### config.mk
export PLATFORM = sky130hd
export DESIGN_NAME = spi_transmit
export DESIGN_NICKNAME = d
export VERILOG_FILES = /design/src/rtl/spi_transmit.sv
export SDC_FILE = /design/constraint.sdc
export NUM_CORES = 1
export LEC_CHECK = 0
export BUFFER_PORTS_ARGS = -buffer_cell sky130_fd_sc_hd__buf_2
export CORE_MARGIN = 5
export CORE_UTILIZATION = 53
export DETAILED_ROUTE_END_ITERATION = 10
export PLACE_DENSITY = 0.83
export REMOVE_ABC_BUFFERS = 1
export SYNTH_ARGS = -nofsm -noshare
export SYNTH_HDL_FRONTEND = slang
export SYNTH_SLANG_ARGS = --single-unit
### constraint.sdc
create_clock -name spiClk -period 1.9 [get_ports spiClk]
set_input_delay 0.19 -clock spiClk [delete_from_list [all_inputs] [get_ports spiClk]]
set_output_delay 0.19 -clock spiClk [all_outputs]
set_load 0.03 [all_outputs]
### src/rtl/spi_transmit.sv
// SPI slave transmitter: serialises words from a one-entry holding buffer onto sdo, framed by ncs.
// Define SPI_TX_LSB_FIRST_EN for LSB-first bit order; the default build sends MSB first.
module spi_transmit #(
    parameter int                     messageBits = 8,
    parameter logic [messageBits-1:0] fillWord    = '0
) (
    input  logic                   spiClk,
    input  logic                   reset,
    input  logic                   ncs,
    output logic                   sdo,
    input  logic [messageBits-1:0] txData,
    input  logic                   txValid,
    output logic                   txReady,
    output logic                   frameDone,
    output logic                   underrun
);

    localparam int CW = (messageBits > 1) ? $clog2(messageBits) : 1;
    localparam logic [CW-1:0] LAST_BIT = CW'(messageBits - 1);

    typedef enum logic {
        IDLE,
        SHIFT
    } state_t;

    state_t                 state, stateNext;
    logic [messageBits-1:0] hold, holdNext;
    logic                   holdValid, holdValidNext;
    logic [messageBits-1:0] shiftReg, shiftNext;
    logic [CW-1:0]          bitCounter, bitCounterNext;
    logic                   sdoNext;
    logic                   frameDoneNext;
    logic                   underrunNext;
    logic                   load;
    logic [messageBits-1:0] loadWord;

    // Ready comes straight from the buffer flag so the upstream valid never loops back combinationally.
    assign txReady = ~holdValid;

    always_ff @(posedge spiClk or posedge reset) begin
        if (reset) begin
            state      <= IDLE;
            // NOTE: the hold data is reset too, so an underrun never exposes stale or X contents.
            hold       <= '0;
            holdValid  <= 1'b0;
            shiftReg   <= '0;
            bitCounter <= LAST_BIT;
            sdo        <= 1'b0;
            frameDone  <= 1'b0;
            underrun   <= 1'b0;
        end else begin
            // NOTE: non-blocking updates so every register sees the pre-edge values of the others.
            state      <= stateNext;
            hold       <= holdNext;
            holdValid  <= holdValidNext;
            shiftReg   <= shiftNext;
            bitCounter <= bitCounterNext;
            sdo        <= sdoNext;
            frameDone  <= frameDoneNext;
            underrun   <= underrunNext;
        end
    end

    always_comb begin
        // NOTE: every output of this block gets a default first, so no path can infer a latch.
        stateNext      = state;
        holdNext       = hold;
        holdValidNext  = holdValid;
        shiftNext      = shiftReg;
        bitCounterNext = bitCounter;
        sdoNext        = sdo;
        frameDoneNext  = 1'b0;
        underrunNext   = underrun;
        load           = 1'b0;
        loadWord       = holdValid ? hold : fillWord;

        if (txValid && !holdValid) begin
            holdNext      = txData;
            holdValidNext = 1'b1;
        end

        case (state)
            IDLE: begin
                sdoNext = 1'b0;
                if (!ncs) begin
                    load      = 1'b1;
                    stateNext = SHIFT;
                end
            end
            SHIFT: begin
                if (bitCounter != '0) begin
                    if (!ncs) begin
`ifdef SPI_TX_LSB_FIRST_EN
                        shiftNext = shiftReg >> 1;
                        sdoNext   = shiftReg[1];
`else
                        shiftNext = shiftReg << 1;
                        sdoNext   = shiftReg[messageBits-2];
`endif
                        bitCounterNext = bitCounter - CW'(1);
                    end else begin
                        // Deselected mid-word: the partial word is dropped, the buffer is left alone.
                        stateNext = IDLE;
                        sdoNext   = 1'b0;
                    end
                end else begin
                    // Last bit was sampled on the previous falling edge, so the word counts even if ncs rose.
                    frameDoneNext = 1'b1;
                    if (!ncs) begin
                        load = 1'b1;
                    end else begin
                        stateNext = IDLE;
                        sdoNext   = 1'b0;
                    end
                end
            end
            default: stateNext = IDLE;
        endcase

        // A word accepted at this same edge lands in hold but is not seen by this load.
        if (load) begin
            shiftNext      = loadWord;
            bitCounterNext = LAST_BIT;
            if (holdValid) begin
                holdValidNext = 1'b0;
            end else begin
                underrunNext = 1'b1;
            end
`ifdef SPI_TX_LSB_FIRST_EN
            sdoNext = loadWord[0];
`else
            sdoNext = loadWord[messageBits-1];
`endif
        end
    end

endmodule

==> qor.yml, run 1 <==
clock_tree:
  path_clk_slew_ns: 0.11
  cts.sinks: 23
  clk_path_buf_depth: 2
  cts_tree: "built"
  numCtsBuffers: 3
  clock-root-buffer: "clkbuf_4"
  cts_htree_levels: 1
  clock_latency_ns: 0.31
layout:
  final_nets: 106
  drive_above_1_share: 0.451
  syn_to_final_growth_pct: 14.9
  final_area_mm2: 0.00112
  insertedDiodeCount: 0
  fillers: 145
  regArea_um2: 579
  multi_input_area_um2: 359
  layout.cells.non_filler: 116
die:
  rows: 15
  dieArea_mm2: 0.00279
  die_height_um: 52.9
  start_util: 0.558
  io_pins: 16
  core-area_mm2: 0.00175
  die_w_um: 52.9
min_path:
  whs_path_depth: 2
  hold_path_class: "input port to flop"
  hp-start: "txData[0]"
  hold_end: "hold[0]"
logic_synthesis:
  postSynthCellCount: 71
  synth_top_flop_cell: "dfrtp_1"
  yosys-top-cells-count: "20 x dfrtp_1, 8 x mux2_2, 6 x a221o_1, 6 x inv_1, 5 x and2_2"
  ys_warn_count: 0
  synthArstFlopShare: 1.00
  synth_area_leader_cell: "dfrtp_1"
  yosysTopAreaCellShare: 0.514
  yosysMostFrequentCell: "dfrtp_1"
  yosysUniqueCellTypes: 25
  synthTopCellsByArea: "dfrtp_1 51%, mux2_2 9.3%, dfstp_2 8.1%"
  synth-edff-count: 0
  synthesis.area_um2: 973
  synth_seq_cells: 23
  seq_area_frac_synth: 0.595
  syn_avg_cell_area_um2: 13.7
placed_design:
  hpwl_um: 1150
  dpl.cell_count: 111
  place_area_mm2: 0.00108
  place_ws_ns: 0.333
  io_buffers: 15
  gp_congestion: 0.690
critical_path:
  cp_slowest_stage_delay_ns: 0.55
  required_ns: 2.10
  critPathLaunchType: "flop"
  reg2reg_from: "bitCounter[0]"
  crit_path_top_delay_cell: "dfstp_2"
  end_kind: "flop"
  ff2ff_setup_slack_ns: 0.33
  reg2reg_depth: 5
  worst-setup-path-type: "flop to flop"
  cp_cell_sequence: "inv_1 -> ha_1 -> nand2b_4 -> a211oi_4 -> a221o_1"
  cp_data_arrival_time_ns: 1.78
  cp_max_fo: 9
  r2r-end: "shiftReg[4]"
grt:
  grt_pass1_vias: 638
  grtUsageTotal: 0.142
  gr-total-overflow: 0
  grt_max_degree: 24
  antenna_found_initial: 0
  grt_pass1_wl_um: 2780
timing:
  setup-violations-final: 0
  slew_headroom: 0.694
  period_minus_slack_ns: 1.57
  finalHoldViolCount: 0
  fin_skew_ns: 0.00173
  fin_crit_sh: 0.828
  drv_slew: 0
  fmax_mhz: 636
  rsz0062_at_grt: "false"
  fin_tns_setup_ns: 0
  worstMarginPinSlew_ns: 0.457
  setup_slack_ns: 0.327
detailed_routing:
  viasPerCell: 5.34
  wire_per_inst_um: 13.9
  ant_nets: 0
  drc: 0
  drt-pass1-iter-count: 4
  dr_total_vias: 620
  drt_wl_total_um: 1610
  drtIter0Drc: 12
power_and_ir_drop:
  p_leak_nw: 0.550
  ir_drop_mv: 0.665
  p_per_area_mw_per_mm2: 941
run_status:
  status: "complete, no violations"
run:
  cap_violations: 0
==> stage by stage <==
step                power [mW]   util  hold slack (ns)
floorplan                0.783      -            0.190
global placement         0.832  0.620            0.236
detailed placement       0.844  0.620            0.242
CTS                       1.07  0.641           0.0946
global route              1.13  0.641           0.0854
finish                    1.05  0.641            0.104
==> state kept, by name, summed over array words and instances (netlist names) <==
register,cells
holdValid,1
hold,8
shiftReg,7
underrun,1
bitCounter,3
state,1
sdo,1
frameDone,1
==> area by class of cell <==
type	instances	share of cell area
inverters	6	0.0201
clock buffers	4	0.0235
well taps	25	0.0280
repair buffers	18	0.0895
multi-input cells	40	0.321
flip-flops and latches	23	0.518
==> worst max-delay path, delay by kind of cell, from the launching register on <==
kind / cells / cell delay, ns
compound gates: 2 / 0.48
fa+ha+maj: 1 / 0.27
buf+inv: 1 / 0.05
flops: 1 / 0.55
simple gates: 1 / 0.11
==> how the worst max path moves through the flow <==
stage / startpoint / endpoint / depth (start not counted) / slack, ns
global route: bitCounter[1] / shiftReg[4] / 5 / 0.23
CTS: bitCounter[0] / shiftReg[4] / 5 / 0.31
detailed placement: bitCounter[0] / shiftReg[4] / 5 / 0.33
global placement: bitCounter[0] / shiftReg[4] / 5 / 0.38
floorplan: bitCounter[0] / shiftReg[1] / 5 / 0.43
finish: bitCounter[0] / shiftReg[4] / 5 / 0.33
==> metal layers <==
| layer | up-vias | track usage | part of all wire |
|---|---|---|---|
| met2 | 19 | 0.227 | 0.49 |
| met3 | 5 | 0.0394 | 0.069 |
| met5 | - | 0 | 0 |
| met1 | 307 | 0.172 | 0.42 |
| met4 | 0 | 0.0766 | 0.025 |
| li1 | 289 | - | - |
==> placed cells by master (no fill, tap or decap) <==
| cell | instances |
|---|---|
| nor2b_1 | 1 |
| a22o_2 | 1 |
| a22o_1 | 1 |
| nand2b_1 | 1 |
| and2_2 | 5 |
| nor2_1 | 3 |
| and3_2 | 1 |
| dlygate4sd3_1 | 1 |
| a211oi_4 | 1 |
| mux2_2 | 8 |
| buf_4 | 2 |
| inv_1 | 6 |
| mux2i_1 | 1 |
| buf_2 | 15 |
| nand2_1 | 1 |
| clkbuf_4 | 3 |
| a22oi_1 | 1 |
| and2_1 | 1 |
| clkbuf_1 | 1 |
| a221o_1 | 6 |
| o22a_1 | 1 |
| dfrtp_1 | 20 |
| ha_1 | 2 |
| dfstp_2 | 3 |
| nand2b_4 | 1 |
| a21oi_1 | 2 |
| a21oi_2 | 1 |
| a21o_1 | 1 |
==> kinds of logic (layout without fill, tap and decap cells) <==
family	after synthesis	in the layout	synth area share
AOI/OAI and AO/OA	15	15	0.145
muxes	9	9	0.103
DFF	23	23	0.595
buffers and inverters	8	28	0.0360
adders and majority gates	2	2	0.0257
and+or+nand+nor	14	14	0.0951
==> power by group <==
group	switching, mW	internal (mW)	leakage (nW)
clock network	0.137	0.0820	0.0150
logic	0.0868	0.110	0.261
registers	0.0488	0.587	0.275
total	0.273	0.779	0.550
==> timing repair <==
action,CTS,global route
gates resized for setup,0,0
hold endpoints to repair,20,0
setup buffers,0,0
hold buffers,1,0
No activity file was read; power rests on OpenSTA's default activity.
==> run 2: changes to the inputs <==
Settings changed: CORE_UTILIZATION 53 to 48, PLACE_DENSITY 0.83 to 0.79.
Clock period 1.9 ns to 1.3 ns, I/O delays scaled along.
==> qor.yml, run 2 (synthesis gave the netlist of run 1 again) <==
die:
  die_w_um: 55.0  # +4.1%
  rows: 16  # +1
  die_height_um: 55.0  # +4.1%
  io_pins: 16  # unchanged
  core-area_mm2: 0.00194  # +11%
  start_util: 0.501  # -0.0564
  dieArea_mm2: 0.00303  # +8.4%
detailed_routing:
  drtIter0Drc: 7  # -5
  drc: 0  # unchanged
  drt_wl_total_um: 1860  # +16%
  viasPerCell: 5.39  # +0.82%
  ant_nets: 0  # unchanged
  wire_per_inst_um: 14.8  # +6.4%
  dr_total_vias: 679  # +9.5%
  drt-pass1-iter-count: 4  # unchanged
critical_path:
  worst-setup-path-type: "flop to flop"
  critPathLaunchType: "flop"
  cp_data_arrival_time_ns: 1.65  # -0.13 ns
  end_kind: "flop"
  cp_max_fo: 6  # -3
  ff2ff_setup_slack_ns: -0.1  # -0.42 ns
  startpoint: "bitCounter[0]"
  required_ns: 1.56  # -0.54 ns
  reg2reg_from: "bitCounter[0]"
clock_tree:
  cts_htree_levels: 1  # unchanged
  clock_latency_ns: 0.31  # about the same
  path_clk_slew_ns: 0.12  # about the same
  numCtsBuffers: 3  # unchanged
  cts_tree: "built"
  clk_path_buf_depth: 2  # unchanged
  postCtsSetupRepairBufs: 0  # unchanged
  cts.sinks: 23  # unchanged
  clock-root-buffer: "clkbuf_4"
placed_design:
  gp_congestion: 0.708  # +2.6%
  io_buffers: 15  # unchanged
  hpwl_um: 1240  # +7.8%
timing:
  period_minus_slack_ns: 1.40  # -0.177 ns
  setup_slack_ns: -0.0960  # -0.423 ns
  fin_skew_ns: 0.00406  # +0.00233 ns
  finalHoldViolCount: 0  # unchanged
  drv_slew: 0  # unchanged
  rsz0062_at_grt: "true"
  fmax_mhz: 716  # +13%
  fin_tns_setup_ns: -0.571  # -0.571 ns
  fin_crit_sh: 1.07  # +0.246
  slew_headroom: 0.783  # +0.0886
  whs_ns: 0.0381  # -0.0657 ns
  worstMarginPinSlew_ns: 0.324  # -0.132 ns
  setup-violations-final: 10  # +10
power_and_ir_drop:
  p_leak_nw: 0.588  # +6.7%
  ir_drop_mv: 0.698  # +5.0%
  p_per_area_mw_per_mm2: 1300  # +39%
run_status:
  status: "finished, violations left"
  failed_checks: "negative setup slack"
grt:
  grt_max_degree: 24  # unchanged
  antenna_found_initial: 0  # unchanged
  grt_pass1_wl_um: 3130  # +12%
  grt_pass1_vias: 721  # +13%
  grtUsageTotal: 0.152  # +0.0104
  gr-total-overflow: 0  # unchanged
layout:
  fillers: 156  # +7.6%
  largest-register: "hold"
  final_nets: 114  # +7.5%
  syn_to_final_growth_pct: 27.6
  layout_common_cells: "20 x dfrtp_1, 15 x buf_2, 8 x mux2_2"
  fin_util: 0.640  # -0.00104
  mostFrequentLayoutCell: "dfrtp_1"
  largest_reg_flops: 8  # unchanged
  largest_registers: "hold: 8 flops, shiftReg: 7 flops, bitCounter: 3 flops"
  insertedDiodeCount: 0  # unchanged
  drive_above_1_share: 0.576  # +0.125
min_path:
  hp-start: "txData[3]"
  hold_path_class: "input port to flop"
run:
  cap_violations: 0  # unchanged
-- run 2: critical path: stages (launching register included) --
cell and delay [ns]:
dfstp_2 0.56, inv_2 0.05, ha_4 0.16, buf_4 0.15
a21oi_4 0.14, buf_6 0.14, a221o_1 0.15
-- run 2: final timing paths --
path,cells after the start,endpoint
worst max-delay path,6,shiftReg[2]
worst min register to register,1,underrun
min in group asynchronous,4,hold[6]
max in group asynchronous,4,bitCounter[1]
worst min-delay path,2,hold[3]
worst max register to register,6,shiftReg[2]
-- run 2: cell type report --
| type | count | area (um2) | area share |
|---|---|---|---|
| multi-input combinational | 41 | 419 | 0.337 |
| timing repair buffer | 25 | 160 | 0.129 |
| clock buffer | 3 | 22.5 | 0.0181 |
| sequential | 23 | 579 | 0.466 |
| clock inverter | 1 | 5.00 | 0.00403 |
| tap | 27 | 33.8 | 0.0272 |
| inverter | 6 | 22.5 | 0.0181 |
-- run 2: through the flow --
step	setup slack [ns]	instance area, um2	power [mW]	instances
global placement	-0.169	1140	1.24	120
detailed placement	-0.188	1140	1.27	120
global route	-0.146	1240	1.72	126
CTS	-0.0916	1240	1.63	126
finish	-0.0960	1240	1.62	126
floorplan	-0.172	961	1.14	69
-- run 2: routing by layer --
metal	global-route usage	up-vias	wire length, um	part of all wire
met4	0.0850	0	34	0.018
met2	0.254	26	898	0.48
met5	0	-	0	0
li1	-	311	-	-
met3	0.0563	5	122	0.065
met1	0.166	337	809	0.43
-- run 2: what timing repair did --
item | CTS | global route
endpoints found under the hold margin | 20 | 0
gates resized for setup | 12 | 1
endpoints found under the setup margin | 12 | 10
cloned | 1 | 0
hold buffers | 1 | 0
pin swaps | 12 | 1
-- run 2: power breakdown --
group | switching (mW) | leakage (nW) | internal [mW]
registers | 0.0803 | 0.275 | 0.859
logic | 0.155 | 0.295 | 0.198
clock network | 0.213 | 0.0177 | 0.115
total | 0.448 | 0.588 | 1.17
==> run 3: changes to the inputs <==
Settings changed: SKIP_CTS_REPAIR_TIMING set to 1, TNS_END_PERCENT set to 50.
==> qor.yml, run 3 (synthesis gave the netlist of run 1 again) <==
die:
  core-area_mm2: 0.00194  # unchanged
  die_height_um: 55.0  # unchanged
  start_util: 0.501  # unchanged
  die_w_um: 55.0  # unchanged
  io_pins: 16  # unchanged
  rows: 16  # unchanged
  dieArea_mm2: 0.00303  # unchanged
detailed_routing:
  drt-pass1-iter-count: 4  # unchanged
  drc: 0  # unchanged
  ant_nets: 0  # unchanged
  viasPerCell: 5.10  # -5.3%
  drtIter0Drc: 15  # +8
  drt_wl_total_um: 1740  # -6.4%
  wire_per_inst_um: 14.0  # -5.7%
  dr_total_vias: 638  # -6.0%
critical_path:
  worst-setup-path-type: "flop to flop"
  critPathLaunchType: "flop"
  reg2reg_from: "bitCounter[0]"
  cp_max_fo: 9  # +3
  ff2ff_setup_slack_ns: -0.10  # about the same
  r2r-end: "shiftReg[5]"
  reg2reg_depth: 5  # -1
  required_ns: 1.51  # -0.05 ns
  cp_data_arrival_time_ns: 1.61  # -0.04 ns
  end_kind: "flop"
min_path:
  hold_end: "hold[3]"
  whs_path_depth: 2  # unchanged
  hold_path_class: "input port to flop"
  hp-start: "txData[3]"
power_and_ir_drop:
  ir_drop_mv: 0.701  # +0.42%
  seq_power_share: 0.586  # +0.006
  p_switching_uw: 430  # -3.9%
  p_leak_nw: 0.586  # -0.22%
  swShare: 0.270  # -0.00686
  power_frac_comb: 0.210  # -0.008
  p_per_area_mw_per_mm2: 1330  # +1.7%
  clock_power_share: 0.205  # +0.003
  p_int_mw: 1.17  # -0.56%
timing:
  fin_crit_sh: 1.08  # +0.00541
  fin_skew_ns: 0.00732  # +0.00326 ns
  slew_headroom: 0.711  # -0.0723
  finalHoldViolCount: 0  # unchanged
  setup_slack_ns: -0.103  # -0.00704 ns
  rsz0062_at_grt: "true"
  period_minus_slack_ns: 1.40  # +0.00704 ns
  drv_slew: 0  # unchanged
  worstMarginPinSlew_ns: 0.432  # +0.108 ns
  setup-violations-final: 10  # unchanged
  fmax_mhz: 713  # -0.50%
run:
  cap_violations: 0  # unchanged
run_status:
  failed_checks: "negative setup slack"
  status: "finished, violations left"
layout:
  layout_common_cells: "20 x dfrtp_1, 15 x buf_2, 8 x mux2_2, 8 x buf_4, 6 x a221o_1"
  largest-register: "hold"
  insertedDiodeCount: 0  # unchanged
  largest_reg_flops: 8  # unchanged
  syn_to_final_growth_pct: 23.6
  largest_registers: "hold: 8 flops, shiftReg: 7 flops, bitCounter: 3 flops"
  final_nets: 113  # -0.88%
  fin_util: 0.620  # -0.0200
  layout.cells.non_filler: 125  # -0.79%
  mostFrequentLayoutCell: "dfrtp_1"
  drive_above_1_share: 0.541  # -0.0349
grt:
  grt_max_degree: 24  # unchanged
  antenna_found_initial: 0  # unchanged
  gr-total-overflow: 0  # unchanged
  grt_pass1_wl_um: 2840  # -9.3%
  grtUsageTotal: 0.138  # -0.0143
  grt_pass1_vias: 666  # -7.6%
clock_tree:
  cts_htree_levels: 1  # unchanged
  clock_latency_ns: 0.31  # about the same
  cts_tree: "built"
  clock-root-buffer: "clkbuf_4"
  path_clk_slew_ns: 0.13  # about the same
  numCtsBuffers: 3  # unchanged
  clk_path_buf_depth: 2  # unchanged
  cts.sinks: 23  # unchanged
placed_design:
  io_buffers: 15  # unchanged
  place_ws_ns: -0.188  # unchanged
  gp_congestion: 0.708  # unchanged
  hpwl_um: 1240  # unchanged
  dpl.cell_count: 120  # unchanged
==> run 3: cell count changes in the layout (fill, tap and decap cells not counted) <==
cell and change:
a211oi_4 -1, buf_4 +1, buf_6 -1, ha_1 +1, ha_4 -1, inv_1 +1, inv_2 -1, nor2_1 +1
nor2_2 -1
==> run 3: how the worst max path moves through the flow <==
stage	startpoint	to	cells past startpoint
6_report	bitCounter[0]	shiftReg[5]	5
5_1_grt	bitCounter[0]	shiftReg[2]	5
4_1_cts	bitCounter[0]	shiftReg[2]	6
3_5_place_dp	bitCounter[0]	shiftReg[5]	5
3_3_place_gp	bitCounter[0]	shiftReg[1]	6
2_1_floorplan	bitCounter[0]	shiftReg[1]	5
==> run 3: critical path: stages (launching register included) <==
cell and delay, ns:
dfstp_2 0.55, inv_2 0.05, ha_4 0.16, nand2b_4 0.08, a211oi_4 0.10, a221o_1 0.37
==> run 3: routing by layer <==
metal  share of wire  up-vias  routed length (um)  track usage
met5               0        -                   0            0
met1            0.43      311                 758        0.150
met2            0.48       18                 839        0.222
met4           0.019        0                  34       0.0850
met3           0.064        5                 111       0.0563
li1                -      304                   -            -
==> run 3: stage by stage <==
| step | setup TNS [ns] | area [um2] | hold slack (ns) | power (mW) |
|---|---|---|---|---|
| global route | -1.26 | 1200 | 0.0176 | 1.70 |
| floorplan | -1.17 | 961 | 0.130 | 1.14 |
| detailed placement | -1.66 | 1140 | 0.186 | 1.27 |
| CTS | -1.90 | 1160 | -0.170 | 1.59 |
| finish | -0.665 | 1200 | 0.0369 | 1.60 |
| global placement | -1.40 | 1140 | 0.180 | 1.24 |
==> run 3: final cells by class <==
cell class | count | area [um2]
clock buffers | 3 | 22.5
clock inverters | 1 | 5.00
fillers | 161 | 738
inverters | 6 | 22.5
multi-input cells | 40 | 384
flip-flops and latches | 23 | 579
well taps | 27 | 33.8
repair buffers | 25 | 156
==> run 3: power by group through the flow <==
stage	sequential, mW	clock [mW]	combinational, mW
final	0.935	0.327	0.335
after global routing	0.950	0.380	0.371
after CTS	0.934	0.340	0.319
after detailed placement	0.948	0	0.318
after global placement	0.941	0	0.303
after floorplan	0.934	0	0.210
